## config.mk

```make
export PLATFORM = sky130hd
export DESIGN_NAME = san_cnt
export DESIGN_NICKNAME = d
export VERILOG_FILES = /design/src/rtl/san_cnt.sv
export SDC_FILE = /design/constraint.sdc
export NUM_CORES = 1
export LEC_CHECK = 0
export BUFFER_PORTS_ARGS = -buffer_cell sky130_fd_sc_hd__buf_2
export CORE_ASPECT_RATIO = 0.7
export CORE_UTILIZATION = 50
export CTS_BUF_LIST = sky130_fd_sc_hd__clkbuf_4
export CTS_CLUSTER_SIZE = 14
export DETAILED_ROUTE_END_ITERATION = 7
export MAX_ROUTING_LAYER = met4
export PLACE_DENSITY = 0.69
export SLEW_MARGIN = 40
export SYNTH_ARGS = -nofsm -noshare
export SYNTH_HDL_FRONTEND = slang
export SYNTH_SLANG_ARGS = --single-unit
```

## constraint.sdc

```tcl
create_clock -name S_AXI_ACLK -period 4 [get_ports S_AXI_ACLK]
set_input_delay 0 -clock S_AXI_ACLK [delete_from_list [all_inputs] [get_ports S_AXI_ACLK]]
set_output_delay 0 -clock S_AXI_ACLK [all_outputs]
set_load 0.02 [all_outputs]
```

## src/rtl/san_cnt.sv

```systemverilog
// san_cnt: periodic-interrupt counter behind an AXI4-Lite slave wrapper.
// Holds a PERIOD and a CTRL register. It counts clock cycles and emits a
// one-cycle EXT_IRQ pulse every PERIOD cycles. COUNT_SAN counts the pulses.
module san_cnt #(
    parameter int C_S_AXI_DATA_WIDTH = 32,
    parameter int C_S_AXI_ADDR_WIDTH = 3,
    parameter int COUNT_WIDTH        = 8
) (
    input  logic                          S_AXI_ACLK,
    input  logic                          S_AXI_ARESETN,
    input  logic                          slv_reg_wren,
    input  logic [C_S_AXI_ADDR_WIDTH-1:0] axi_awaddr,
    input  logic [C_S_AXI_DATA_WIDTH-1:0] S_AXI_WDATA,
    output logic                          EXT_IRQ,
    output logic [COUNT_WIDTH-1:0]        COUNT_SAN
);

    // The reset input is active-high even though its name suggests otherwise.
    logic reset;
    assign reset = S_AXI_ARESETN;

    logic [C_S_AXI_DATA_WIDTH-1:0] period;
    logic                          en;
    logic [C_S_AXI_DATA_WIDTH-1:0] tick;

    logic wr_period;
    logic wr_ctrl;
    logic clr;
    logic run;
    logic terminal;

    // The low address bits carry no meaning because only full-word accesses occur.
    logic unused_addr_bits;
    assign unused_addr_bits = &{1'b0, axi_awaddr[1:0]};

    // Decode the register write. Compute the run and terminal-count conditions from the stored registers.
    always_comb begin
        wr_period = 1'b0;
        wr_ctrl   = 1'b0;
        clr       = 1'b0;
        run       = 1'b0;
        terminal  = 1'b0;
        if (slv_reg_wren) begin
            wr_period = ~axi_awaddr[2];
            wr_ctrl   = axi_awaddr[2];
        end
        clr      = wr_ctrl & S_AXI_WDATA[1];
        run      = en && (period != '0);
        terminal = tick >= (period - C_S_AXI_DATA_WIDTH'(1));
    end

    // Register file. A write becomes visible to the counter from the following edge.
    always_ff @(posedge S_AXI_ACLK) begin
        if (reset) begin
            period <= '0;
            en     <= 1'b1;
        end else begin
            if (wr_period) begin
                period <= S_AXI_WDATA;
            end
            if (wr_ctrl) begin
                en <= S_AXI_WDATA[0];
            end
        end
    end

    // Tick counter, interrupt pulse and event counter. CLR takes priority over a terminal count.
    always_ff @(posedge S_AXI_ACLK) begin
        if (reset) begin
            tick      <= '0;
            EXT_IRQ   <= 1'b0;
            COUNT_SAN <= '0;
        end else if (clr) begin
            tick      <= '0;
            EXT_IRQ   <= 1'b0;
            COUNT_SAN <= '0;
        end else if (run) begin
            if (terminal) begin
                tick      <= '0;
                EXT_IRQ   <= 1'b1;
                COUNT_SAN <= COUNT_SAN + COUNT_WIDTH'(1);
            end else begin
                tick    <= tick + C_S_AXI_DATA_WIDTH'(1);
                EXT_IRQ <= 1'b0;
            end
        end else begin
            EXT_IRQ <= 1'b0;
        end
    end

endmodule

```

==> results.sh, run 1 <==
export IMPL_yosys_top_cells_area="dfxtp_1 34%, ha_1 10%, nand2_1 8.1%"
export IMPL_p_int_w=0.00125
export IMPL_routedWlPerCell_microns=14.1
export IMPL_viasPerCell=5.33
export IMPL_grt_pass1_vias=3619
export IMPL_min_delay_start="axi_awaddr[2]"
export IMPL_io_pins=47
export IMPL_grt_max_degree=36
export IMPL_netlist_area_sq_um=4360
export IMPL_drc_errors=0
export IMPL_finalClockSkew_ns=0.0138
export IMPL_final_hold_viol_count=0
export IMPL_yosysTopAreaCellShare_pct=34.0
export IMPL_crit_path_start="period[6]"
export IMPL_whs_endpoint="period[1]"
export IMPL_r2r_start="period[6]"
export IMPL_port_buffers=44
export IMPL_h_tree_depth=3
export IMPL_cts_tree="done"
export IMPL_dp_cells=694
export IMPL_slew_headroom_pct=55.1
export IMPL_drt_pass1_iterations=4
export IMPL_drv_slew=0
export IMPL_status="finished clean"
export IMPL_grt_usage_pct=25.0
export IMPL_ant_nets=0
export IMPL_ys_types=59
export IMPL_finalWirelength_microns=10500
export IMPL_critical_path_arrival_ns=4.18
export IMPL_reg2regPathDepth=15
export IMPL_drt_iter0_drc=135
export IMPL_p_leak_nw=2.18
export IMPL_critPathMaxFanout=8
export IMPL_clock_latency_ns=0.46
export IMPL_reg2reg_slack_ns=0.21
export IMPL_synth_seq_area_share_pct=34.0
export IMPL_die_x_microns=114
export IMPL_synth_warnings=0
export IMPL_clk_pin_slew_ns=0.12
export IMPL_dieArea_sq_um=9100
export IMPL_cts_root_buf="clkbuf_4"
export IMPL_ir_worst_vdd_mv=0.191
export IMPL_nets=694
export IMPL_rows=28
export IMPL_max_freq_ghz=0.264
export IMPL_setup_viol=0
export IMPL_end_kind="register"
export IMPL_via_count=3969
export IMPL_core_area_sq_um=8440
export IMPL_tightest_slew_ns=0.671
export IMPL_avgSynthCellArea_sq_um=8.29
export IMPL_numCtsBuffers=9
export IMPL_final_cell_area_sq_um=5420
export IMPL_placed_cell_area_sq_um=4810
export IMPL_r2r_end="COUNT_SAN[6]"
export IMPL_synthCells=526
export IMPL_instances_no_fill=745
export IMPL_grt_antenna_before_repair=0
export IMPL_worstSetupStartpointType="register"
export IMPL_pwr_share_seq_pct=44.8
export IMPL_gp_congestion=0.854
export IMPL_drive_gt1_share_pct=19.5
export IMPL_syn_nets=600
export IMPL_pre_cts_ws_ns=-0.114
export IMPL_clkSinkCount=74
export IMPL_overflow=0
export IMPL_area_delta_synth_final_pct=24.3
export IMPL_yosys_area_top_type="dfxtp_1"
export IMPL_cp_data_required_time_ns=4.39
export IMPL_layout_commonest_cell="nand2_1"
export IMPL_async_flop_share_pct=0
export IMPL_pwr_share_comb_pct=21.8
export IMPL_start_util_pct=51.6
export IMPL_period_share_pct=94.8
export IMPL_power_density_nw_per_um2=323
export IMPL_hold_path_cell_count=4
export IMPL_min_period_ns=3.79
export IMPL_clockBufferDepth=2
export IMPL_dpl_hpwl_microns=7440
export IMPL_hold_class="in -> reg"
export IMPL_synth_edf_count=0
export IMPL_switching_power_w=0.000505
export IMPL_worstSetupPathType="reg -> reg"
export IMPL_whs_ns=0.0373
export IMPL_antenna_cells=0
export IMPL_die_y_microns=80.1
export IMPL_grt_pass1_wl_microns=17200
export IMPL_fin_ws_ns=0.210
export IMPL_final_cell_mix="94 x nand2_1, 72 x dfxtp_1, 57 x nor2_1, 45 x a21oi_1, 44 x buf_2"
export IMPL_maxCapViolations=0
export IMPL_switching_share_pct=28.8
export IMPL_pwr_share_clk_pct=33.4
export IMPL_synth_seq_cells=74
export IMPL_synth_main_ff_cell="dfxtp_1"
-- repair_timing --
action | in CTS | in global routing
pin swaps | 1 | 10
endpoints found under the setup margin | 6 | 41
setup buffers | 0 | 1
hold buffers | 34 | 0
hold endpoints to repair | 33 | 0
resized for setup | 2 | 20
-- worst max-delay path, cell delays in order (launching register included) --
cell      delay, ns
dfxtp_1        0.34
or3_1          0.47
nor3_4         0.18
and4_1         0.25
nand3_1        0.14
nor4_2         0.22
nand3b_1       0.12
xor2_1         0.18
ha_1           0.32
nand4_1        0.18
nor2_1         0.21
a221oi_2       0.09
o211ai_1       0.25
o21ai_2        0.21
or4_1          0.49
nand2_1        0.08
-- synthesized netlist by cell type (2+ instances only) --
cell type  instances
nor2b_1            4
nand4_1           21
xor2_1            28
o31a_1             3
or4_1              2
a31oi_1            2
buf_6              5
dfxtp_1           74
and3_1             5
o21a_1             2
or3_1              2
o211ai_1           2
a21oi_1           46
ha_1              36
and4_1             2
nand2_1           94
nor3_1            15
nor2_1            57
nand3_1           11
mux2i_1            2
o21ai_0            8
nand2b_1           3
clkbuf_1          13
and3_2             4
nor4_4             2
nand3b_1           2
xnor2_1           34
inv_1              6
nor4_1            11
-- logic make-up after synthesis --
logic type / count (synthesis) / share of synthesized area [%]
AND/OR/NAND/NOR: 249 / 28.6
AO/OA/AOI/OAI: 77 / 10.9
flip-flops: 74 / 34.0
XOR/XNOR: 62 / 12.5
adder cells (fa/ha/maj): 36 / 10.3
buffers and inverters: 26 / 3.22
multiplexers: 2 / 0.459
-- state kept, by name, indices dropped and copies added, names as in the netlist --
signal	cells
en	1
EXT_IRQ	1
COUNT_SAN	8
tick	32
period	32
-- per-layer routing --
layer / global-route usage [%] / part of all wire (%)
met5: - / 0
met4: 7.76 / 0.87
met3: 5.51 / 4.4
met2: 38.0 / 44
met1: 33.3 / 51
-- worst max-delay path by stage --
stage | cells after the start | slack [ns] | endpoint
detailed placement | 16 | -0.11 | COUNT_SAN[5]
finish | 15 | 0.21 | COUNT_SAN[6]
CTS | 16 | 0.03 | tick[27]
global placement | 16 | 0.06 | COUNT_SAN[5]
floorplan | 17 | 0.19 | COUNT_SAN[6]
global route | 16 | -0.02 | COUNT_SAN[1]
-- through the flow --
| stage | setup TNS (ns) | total power (W) | util [%] |
|---|---|---|---|
| global placement | 0 | 0.00112 | 56.8 |
| floorplan | 0 | 0.00103 | - |
| detailed placement | -0.338 | 0.00114 | 56.9 |
| finish | 0 | 0.00175 | 64.2 |
| CTS | 0 | 0.00175 | 63.1 |
| global route | -0.0427 | 0.00183 | 64.2 |
-- power groups by stage --
stage	clock, W	combinational (W)	sequential [W]
6_report	0.000584	0.000382	0.000784
5_1_grt	0.000624	0.000424	0.000787
4_1_cts	0.000598	0.000365	0.000783
3_5_place_dp	0	0.000337	0.000799
3_3_place_gp	0	0.000323	0.000798
2_1_floorplan	0	0.000238	0.000793
-- area by class of cell --
type / count / area (sq um)
Fill cell: 719 / 3030
Multi-Input combinational cell: 426 / 2830
Sequential cell: 74 / 1480
Timing Repair Buffer: 103 / 752
Tap cell: 120 / 150
Clock inverter: 7 / 108
Clock buffer: 9 / 67.6
Inverter: 6 / 22.5
No activity file was read; power rests on OpenSTA's default activity.
==> run 2: changes to the inputs <==
CAP_MARGIN = 40   (was default)
clock period = 3.45 ns   (was 4 ns; I/O delays follow)
==> results.sh, run 2 (synthesis results as in run 1) <==
export IMPL_status="finished with violations"
export IMPL_violations="setup timing"
export IMPL_critical_path_arrival_ns=4.10
export IMPL_cts_tree="done"
export IMPL_viasPerCell=5.40
export IMPL_final_cell_area_sq_um=5910
export IMPL_cp_data_required_time_ns=3.83
export IMPL_via_count=4236
export IMPL_nets=734
export IMPL_ant_nets=0
export IMPL_drv_slew=0
export IMPL_rsz0062_at_grt="true"
export IMPL_start_util_pct=51.6
export IMPL_max_freq_ghz=0.269
export IMPL_layout_commonest_cell="nand2_1"
export IMPL_final_cell_mix="93 x nand2_1, 73 x dfxtp_1, 58 x buf_4, 45 x a21oi_1, 44 x buf_2"
export IMPL_antenna_cells=0
export IMPL_maxCapViolations=0
export IMPL_dpl_hpwl_microns=8600
export IMPL_grt_antenna_before_repair=0
export IMPL_io_pins=47
export IMPL_switching_power_w=0.000643
export IMPL_clkSinkCount=74
export IMPL_p_leak_nw=2.37
export IMPL_crit_slowest_cell="or3b_4"
export IMPL_dp_cells=724
export IMPL_finalClockSkew_ns=0.0152
export IMPL_slew_headroom_pct=52.2
export IMPL_period_share_pct=108
export IMPL_placed_cell_area_sq_um=5080
export IMPL_cts_root_buf="clkbuf_4"
export IMPL_clk_pin_slew_ns=0.13
export IMPL_pwr_share_clk_pct=29.8
export IMPL_dieArea_sq_um=9100
export IMPL_p_int_w=0.00143
export IMPL_largestRegisters="period x32, tick x32, COUNT_SAN x8"
export IMPL_die_x_microns=114
export IMPL_drt_iter0_drc=212
export IMPL_pwr_share_comb_pct=26.7
export IMPL_cp_slowest_stage_delay_ns=0.39
export IMPL_tightest_slew_ns=0.717
export IMPL_setup_viol=41
export IMPL_end_kind="register"
export IMPL_worstSetupStartpointType="register"
export IMPL_grt_max_degree=36
export IMPL_fin_ws_ns=-0.272
export IMPL_path_buf_inv=4
export IMPL_clock_latency_ns=0.43
export IMPL_worst_path_dominant_cell_family="simple AND/OR/NAND/NOR gates"
export IMPL_hold_class="in -> reg"
export IMPL_overflow=0
export IMPL_min_period_ns=3.72
export IMPL_die_y_microns=80.1
export IMPL_area_delta_synth_final_pct=35.7
export IMPL_core_area_sq_um=8440
export IMPL_drive_gt1_share_pct=28.7
export IMPL_path_cells="inv_2 -> ha_4 -> or3b_4 -> nor4_4 -> nand3_2 -> nor4_4 -> buf_4 -> nand2_4 -> xor2_2 -> ha_1 -> nand4_1 -> nor2_1 -> a221oi_2 -> o211ai_1 -> buf_4 -> o21ai_4 -> buf_6 -> nand2_8 -> nor2_2"
export IMPL_whs_ns=0.0853
export IMPL_gp_congestion=0.948
export IMPL_fill_cells=618
export IMPL_h_tree_depth=3
export IMPL_critPathMaxFanout=16
export IMPL_routedWlPerCell_microns=15.5
export IMPL_instances_no_fill=785
export IMPL_power_density_nw_per_um2=351
export IMPL_numCtsBuffers=9
export IMPL_finalWirelength_microns=12200
export IMPL_port_buffers=44
export IMPL_ir_worst_vdd_mv=0.251
export IMPL_drt_pass1_iterations=7
export IMPL_grt_pass1_vias=3978
export IMPL_pwr_share_seq_pct=43.5
export IMPL_grt_usage_pct=28.6
export IMPL_worstSetupPathType="reg -> reg"
export IMPL_grt_pass1_wl_microns=19400
export IMPL_final_hold_viol_count=0
export IMPL_rows=28
export IMPL_switching_share_pct=31.0
export IMPL_drc_errors=0
export IMPL_clockBufferDepth=2
==> run 2: cell types whose count changed in the layout (fill, tap and decap cells not counted), sizes merged <==
cell / delta
nand2: +2
clkinv: -1
clkinvlp: +2
bufinv: -1
buf: +38
==> run 2: per-stage QoR <==
step	setup slack, ns	utilization (%)	total power [W]	setup TNS [ns]
3_5_place_dp	-0.380	60.2	0.00138	-13.07
6_report	-0.272	70.1	0.00207	-10.09
3_3_place_gp	-0.313	60.0	0.00136	-8.94
4_1_cts	-0.359	68.7	0.00206	-13.63
5_1_grt	-0.469	70.1	0.00218	-18.15
2_1_floorplan	0.000482	-	0.00120	0
==> run 2: area by class of cell <==
cell class | instances | area, sq um | share of cell area (%)
Multi-Input combinational cell | 428 | 3050 | 51.5
Sequential cell | 74 | 1480 | 25.1
Timing Repair Buffer | 141 | 1050 | 17.8
Tap cell | 120 | 150 | 2.54
Clock inverter | 7 | 93.8 | 1.59
Clock buffer | 9 | 67.6 | 1.14
Inverter | 6 | 22.5 | 0.381
==> run 2: metal layers <==
| layer | vias up | track usage, % | part of all wire [%] |
|---|---|---|---|
| met2 | 112 | 44.7 | 45 |
| li1 | 2115 | - | - |
| met1 | 1993 | 38.1 | 49 |
| met3 | 16 | 6.26 | 4.6 |
| met4 | 0 | 6.18 | 0.93 |
| met5 | - | - | 0 |
==> run 2: timing repair <==
| action | CTS | global route |
|---|---|---|
| setup buffers | 8 | 1 |
| hold buffers | 34 | 0 |
| endpoints found under the setup margin | 41 | 41 |
| pin swaps | 49 | 17 |
| cloned | 2 | 0 |
| gates resized for setup | 31 | 25 |
| hold endpoints to repair | 37 | 0 |
==> run 2: worst register-to-register path, stage by stage, from the launching register on <==
cell      delay, ns
dfxtp_2        0.35
inv_2          0.07
ha_4           0.13
or3b_4         0.39
nor4_4         0.20
nand3_2        0.16
nor4_4         0.26
buf_4          0.17
nand2_4        0.06
xor2_2         0.15
ha_1           0.29
nand4_1        0.19
nor2_1         0.08
a221oi_2       0.26
o211ai_1       0.14
buf_4          0.18
o21ai_4        0.17
buf_6          0.15
nand2_8        0.12
nor2_2         0.16
==> run 2: final timing paths <==
| check | startpoint | to | slack (ns) | cells past startpoint |
|---|---|---|---|---|
| worst max-delay path | period[0] | tick[20] | -0.27 | 19 |
| worst min-delay path | axi_awaddr[2] | period[31] | 0.09 | 4 |
| worst max register to register | period[0] | tick[20] | -0.27 | 19 |
| worst min register to register | period[30] | period[30] | 0.50 | 2 |
==> run 2: power by group through the flow <==
stage                     registers, W  logic, W  clock network (W)
after floorplan               0.000920  0.000284                  0
after global placement        0.000919  0.000438                  0
after detailed placement      0.000920  0.000461                  0
after CTS                     0.000901  0.000528           0.000627
after global routing          0.000906  0.000603           0.000669
final                         0.000903  0.000554           0.000618
==> run 3: changes to the inputs <==
CTS_BUF_LIST = default   (was sky130_fd_sc_hd__clkbuf_4)
TNS_END_PERCENT = 50   (was default)
==> results.sh, run 3 (synthesis results as in run 1) <==
export IMPL_worstSetupStartpointType="register"
export IMPL_clockBufferDepth=2
export IMPL_cts_tree="done"
export IMPL_grt_antenna_before_repair=0
export IMPL_cts_root_buf="clkbuf_16"
export IMPL_slew_headroom_pct=13.9
export IMPL_violations="setup timing"
export IMPL_critPathMaxFanout=3
export IMPL_area_delta_synth_final_pct=38.3
export IMPL_numCtsBuffers=9
export IMPL_postLayoutCoreUtil_pct=71.4
export IMPL_instances_no_fill=784
export IMPL_hold_path_cell_count=2
export IMPL_end_kind="register"
export IMPL_status="finished with violations"
export IMPL_maxCapViolations=0
export IMPL_drv_slew=0
export IMPL_finalClockSkew_ns=0.00660
export IMPL_rsz0062_at_grt="true"
export IMPL_largestRegisters="period x32, tick x32, COUNT_SAN x8"
export IMPL_drt_pass1_iterations=4
export IMPL_viasPerCell=5.50
export IMPL_drc_errors=0
export IMPL_grt_max_degree=36
export IMPL_die_x_microns=114
export IMPL_h_tree_depth=3
export IMPL_power_density_nw_per_um2=407
export IMPL_nets=733
export IMPL_port_buffers=44
export IMPL_via_count=4310
export IMPL_rows=28
export IMPL_r2r_end="COUNT_SAN[4]"
export IMPL_min_period_ns=3.73
export IMPL_start_util_pct=51.6
export IMPL_antenna_cells=0
export IMPL_dpl_hpwl_microns=8600
export IMPL_whs_ns=0.0170
export IMPL_grt_usage_pct=29.7
export IMPL_drt_iter0_drc=237
export IMPL_pre_cts_ws_ns=-0.380
export IMPL_finalWirelength_microns=12700
export IMPL_clock_latency_ns=0.34
export IMPL_max_freq_ghz=0.268
export IMPL_drive_gt1_share_pct=28.6
export IMPL_multi_input_area_sq_um=3020
export IMPL_total_power_w=0.00245
export IMPL_whs_endpoint="en"
export IMPL_r2r_start="period[0]"
export IMPL_min_delay_start="axi_awaddr[2]"
export IMPL_register_area_sq_um=1480
export IMPL_routedWlPerCell_microns=16.2
export IMPL_grt_pass1_vias=4007
export IMPL_grt_pass1_wl_microns=19800
export IMPL_fin_ws_ns=-0.284
export IMPL_period_share_pct=108
export IMPL_clk_pin_slew_ns=0.06
export IMPL_setup_viol=41
export IMPL_gp_congestion=0.948
export IMPL_reg2regPathDepth=18
export IMPL_ir_worst_vdd_mv=0.254
export IMPL_dieArea_sq_um=9100
export IMPL_io_pins=47
export IMPL_fill_cells=604
export IMPL_clkSinkCount=74
export IMPL_overflow=0
export IMPL_p_leak_nw=2.42
export IMPL_dp_cells=724
export IMPL_core_area_sq_um=8440
export IMPL_worstSetupPathType="reg -> reg"
export IMPL_layout_commonest_cell="nand2_1"
export IMPL_ant_nets=0
export IMPL_final_hold_viol_count=0
export IMPL_cp_data_required_time_ns=3.74
export IMPL_final_cell_mix="94 x nand2_1, 73 x dfxtp_1, 59 x buf_4, 45 x a21oi_1, 44 x buf_2"
export IMPL_die_y_microns=80.1
export IMPL_tightest_slew_ns=1.29
export IMPL_critical_path_arrival_ns=4.02
export IMPL_hold_class="in -> reg"
export IMPL_reg2reg_slack_ns=-0.28
## run 3: power breakdown
group	switching (W)	total [W]	internal [W]	leakage, nW
combinational	0.000284	0.000537	0.000254	1.67
clock	0.000378	0.00101	0.000631	0.151
sequential	0.0000269	0.000904	0.000877	0.601
total	0.000689	0.00245	0.00176	2.42
## run 3: area by class of cell
| class | instances | area share (%) |
|---|---|---|
| Timing Repair Buffer | 139 | 17.0 |
| Clock buffer | 9 | 3.74 |
| Multi-Input combinational cell | 429 | 50.2 |
| Sequential cell | 74 | 24.6 |
| Inverter | 6 | 0.374 |
| Clock inverter | 7 | 1.56 |
| Tap cell | 120 | 2.49 |
## run 3: what timing repair did
item | 4_1_cts | 5_1_grt
pin swaps | 30 | 6
buffers inserted | 6 | 2
gates resized for setup | 19 | 29
setup endpoints to repair | 41 | 41
cloned | 1 | 2
hold buffers | 33 | 0
endpoints found under the hold margin | 33 | 0
## run 3: worst max-delay path, stage by stage (launching register included)
cell	delay [ns]
dfxtp_2	0.32
inv_2	0.08
ha_4	0.13
or3b_4	0.39
nor4_4	0.20
nand3_2	0.15
nor4_4	0.31
nand2_1	0.13
xor2_1	0.17
ha_1	0.34
a41oi_2	0.15
o21ai_1	0.11
a221oi_2	0.26
o211ai_1	0.12
buf_4	0.18
buf_4	0.15
o21a_1	0.19
a31oi_1	0.18
a41o_1	0.11
## run 3: per-layer routing
layer  share of wire (%)  GRT usage, %
met5                   0             -
met1                  47          38.4
met3                 5.6          6.19
met2                  46          46.6
met4                 1.4          9.47
## run 3: worst max path at each step
stage                   end  cells past startpoint      start  slack (ns)
6_report       COUNT_SAN[4]                     18  period[0]       -0.28
3_5_place_dp   COUNT_SAN[5]                     17  period[0]       -0.38
5_1_grt            tick[17]                     18  period[1]       -0.46
3_3_place_gp   COUNT_SAN[5]                     17  period[0]       -0.31
2_1_floorplan       tick[8]                     17  period[0]      0.0005
4_1_cts            tick[17]                     18  period[0]       -0.22
## run 3: through the flow
| step | TNS, ns | cell area, sq um |
|---|---|---|
| 6_report | -10.07 | 6030 |
| 5_1_grt | -17.50 | 6030 |
| 4_1_cts | -7.93 | 5870 |
| 3_5_place_dp | -13.07 | 5080 |
| 3_3_place_gp | -8.94 | 5070 |
| 2_1_floorplan | 0 | 4410 |
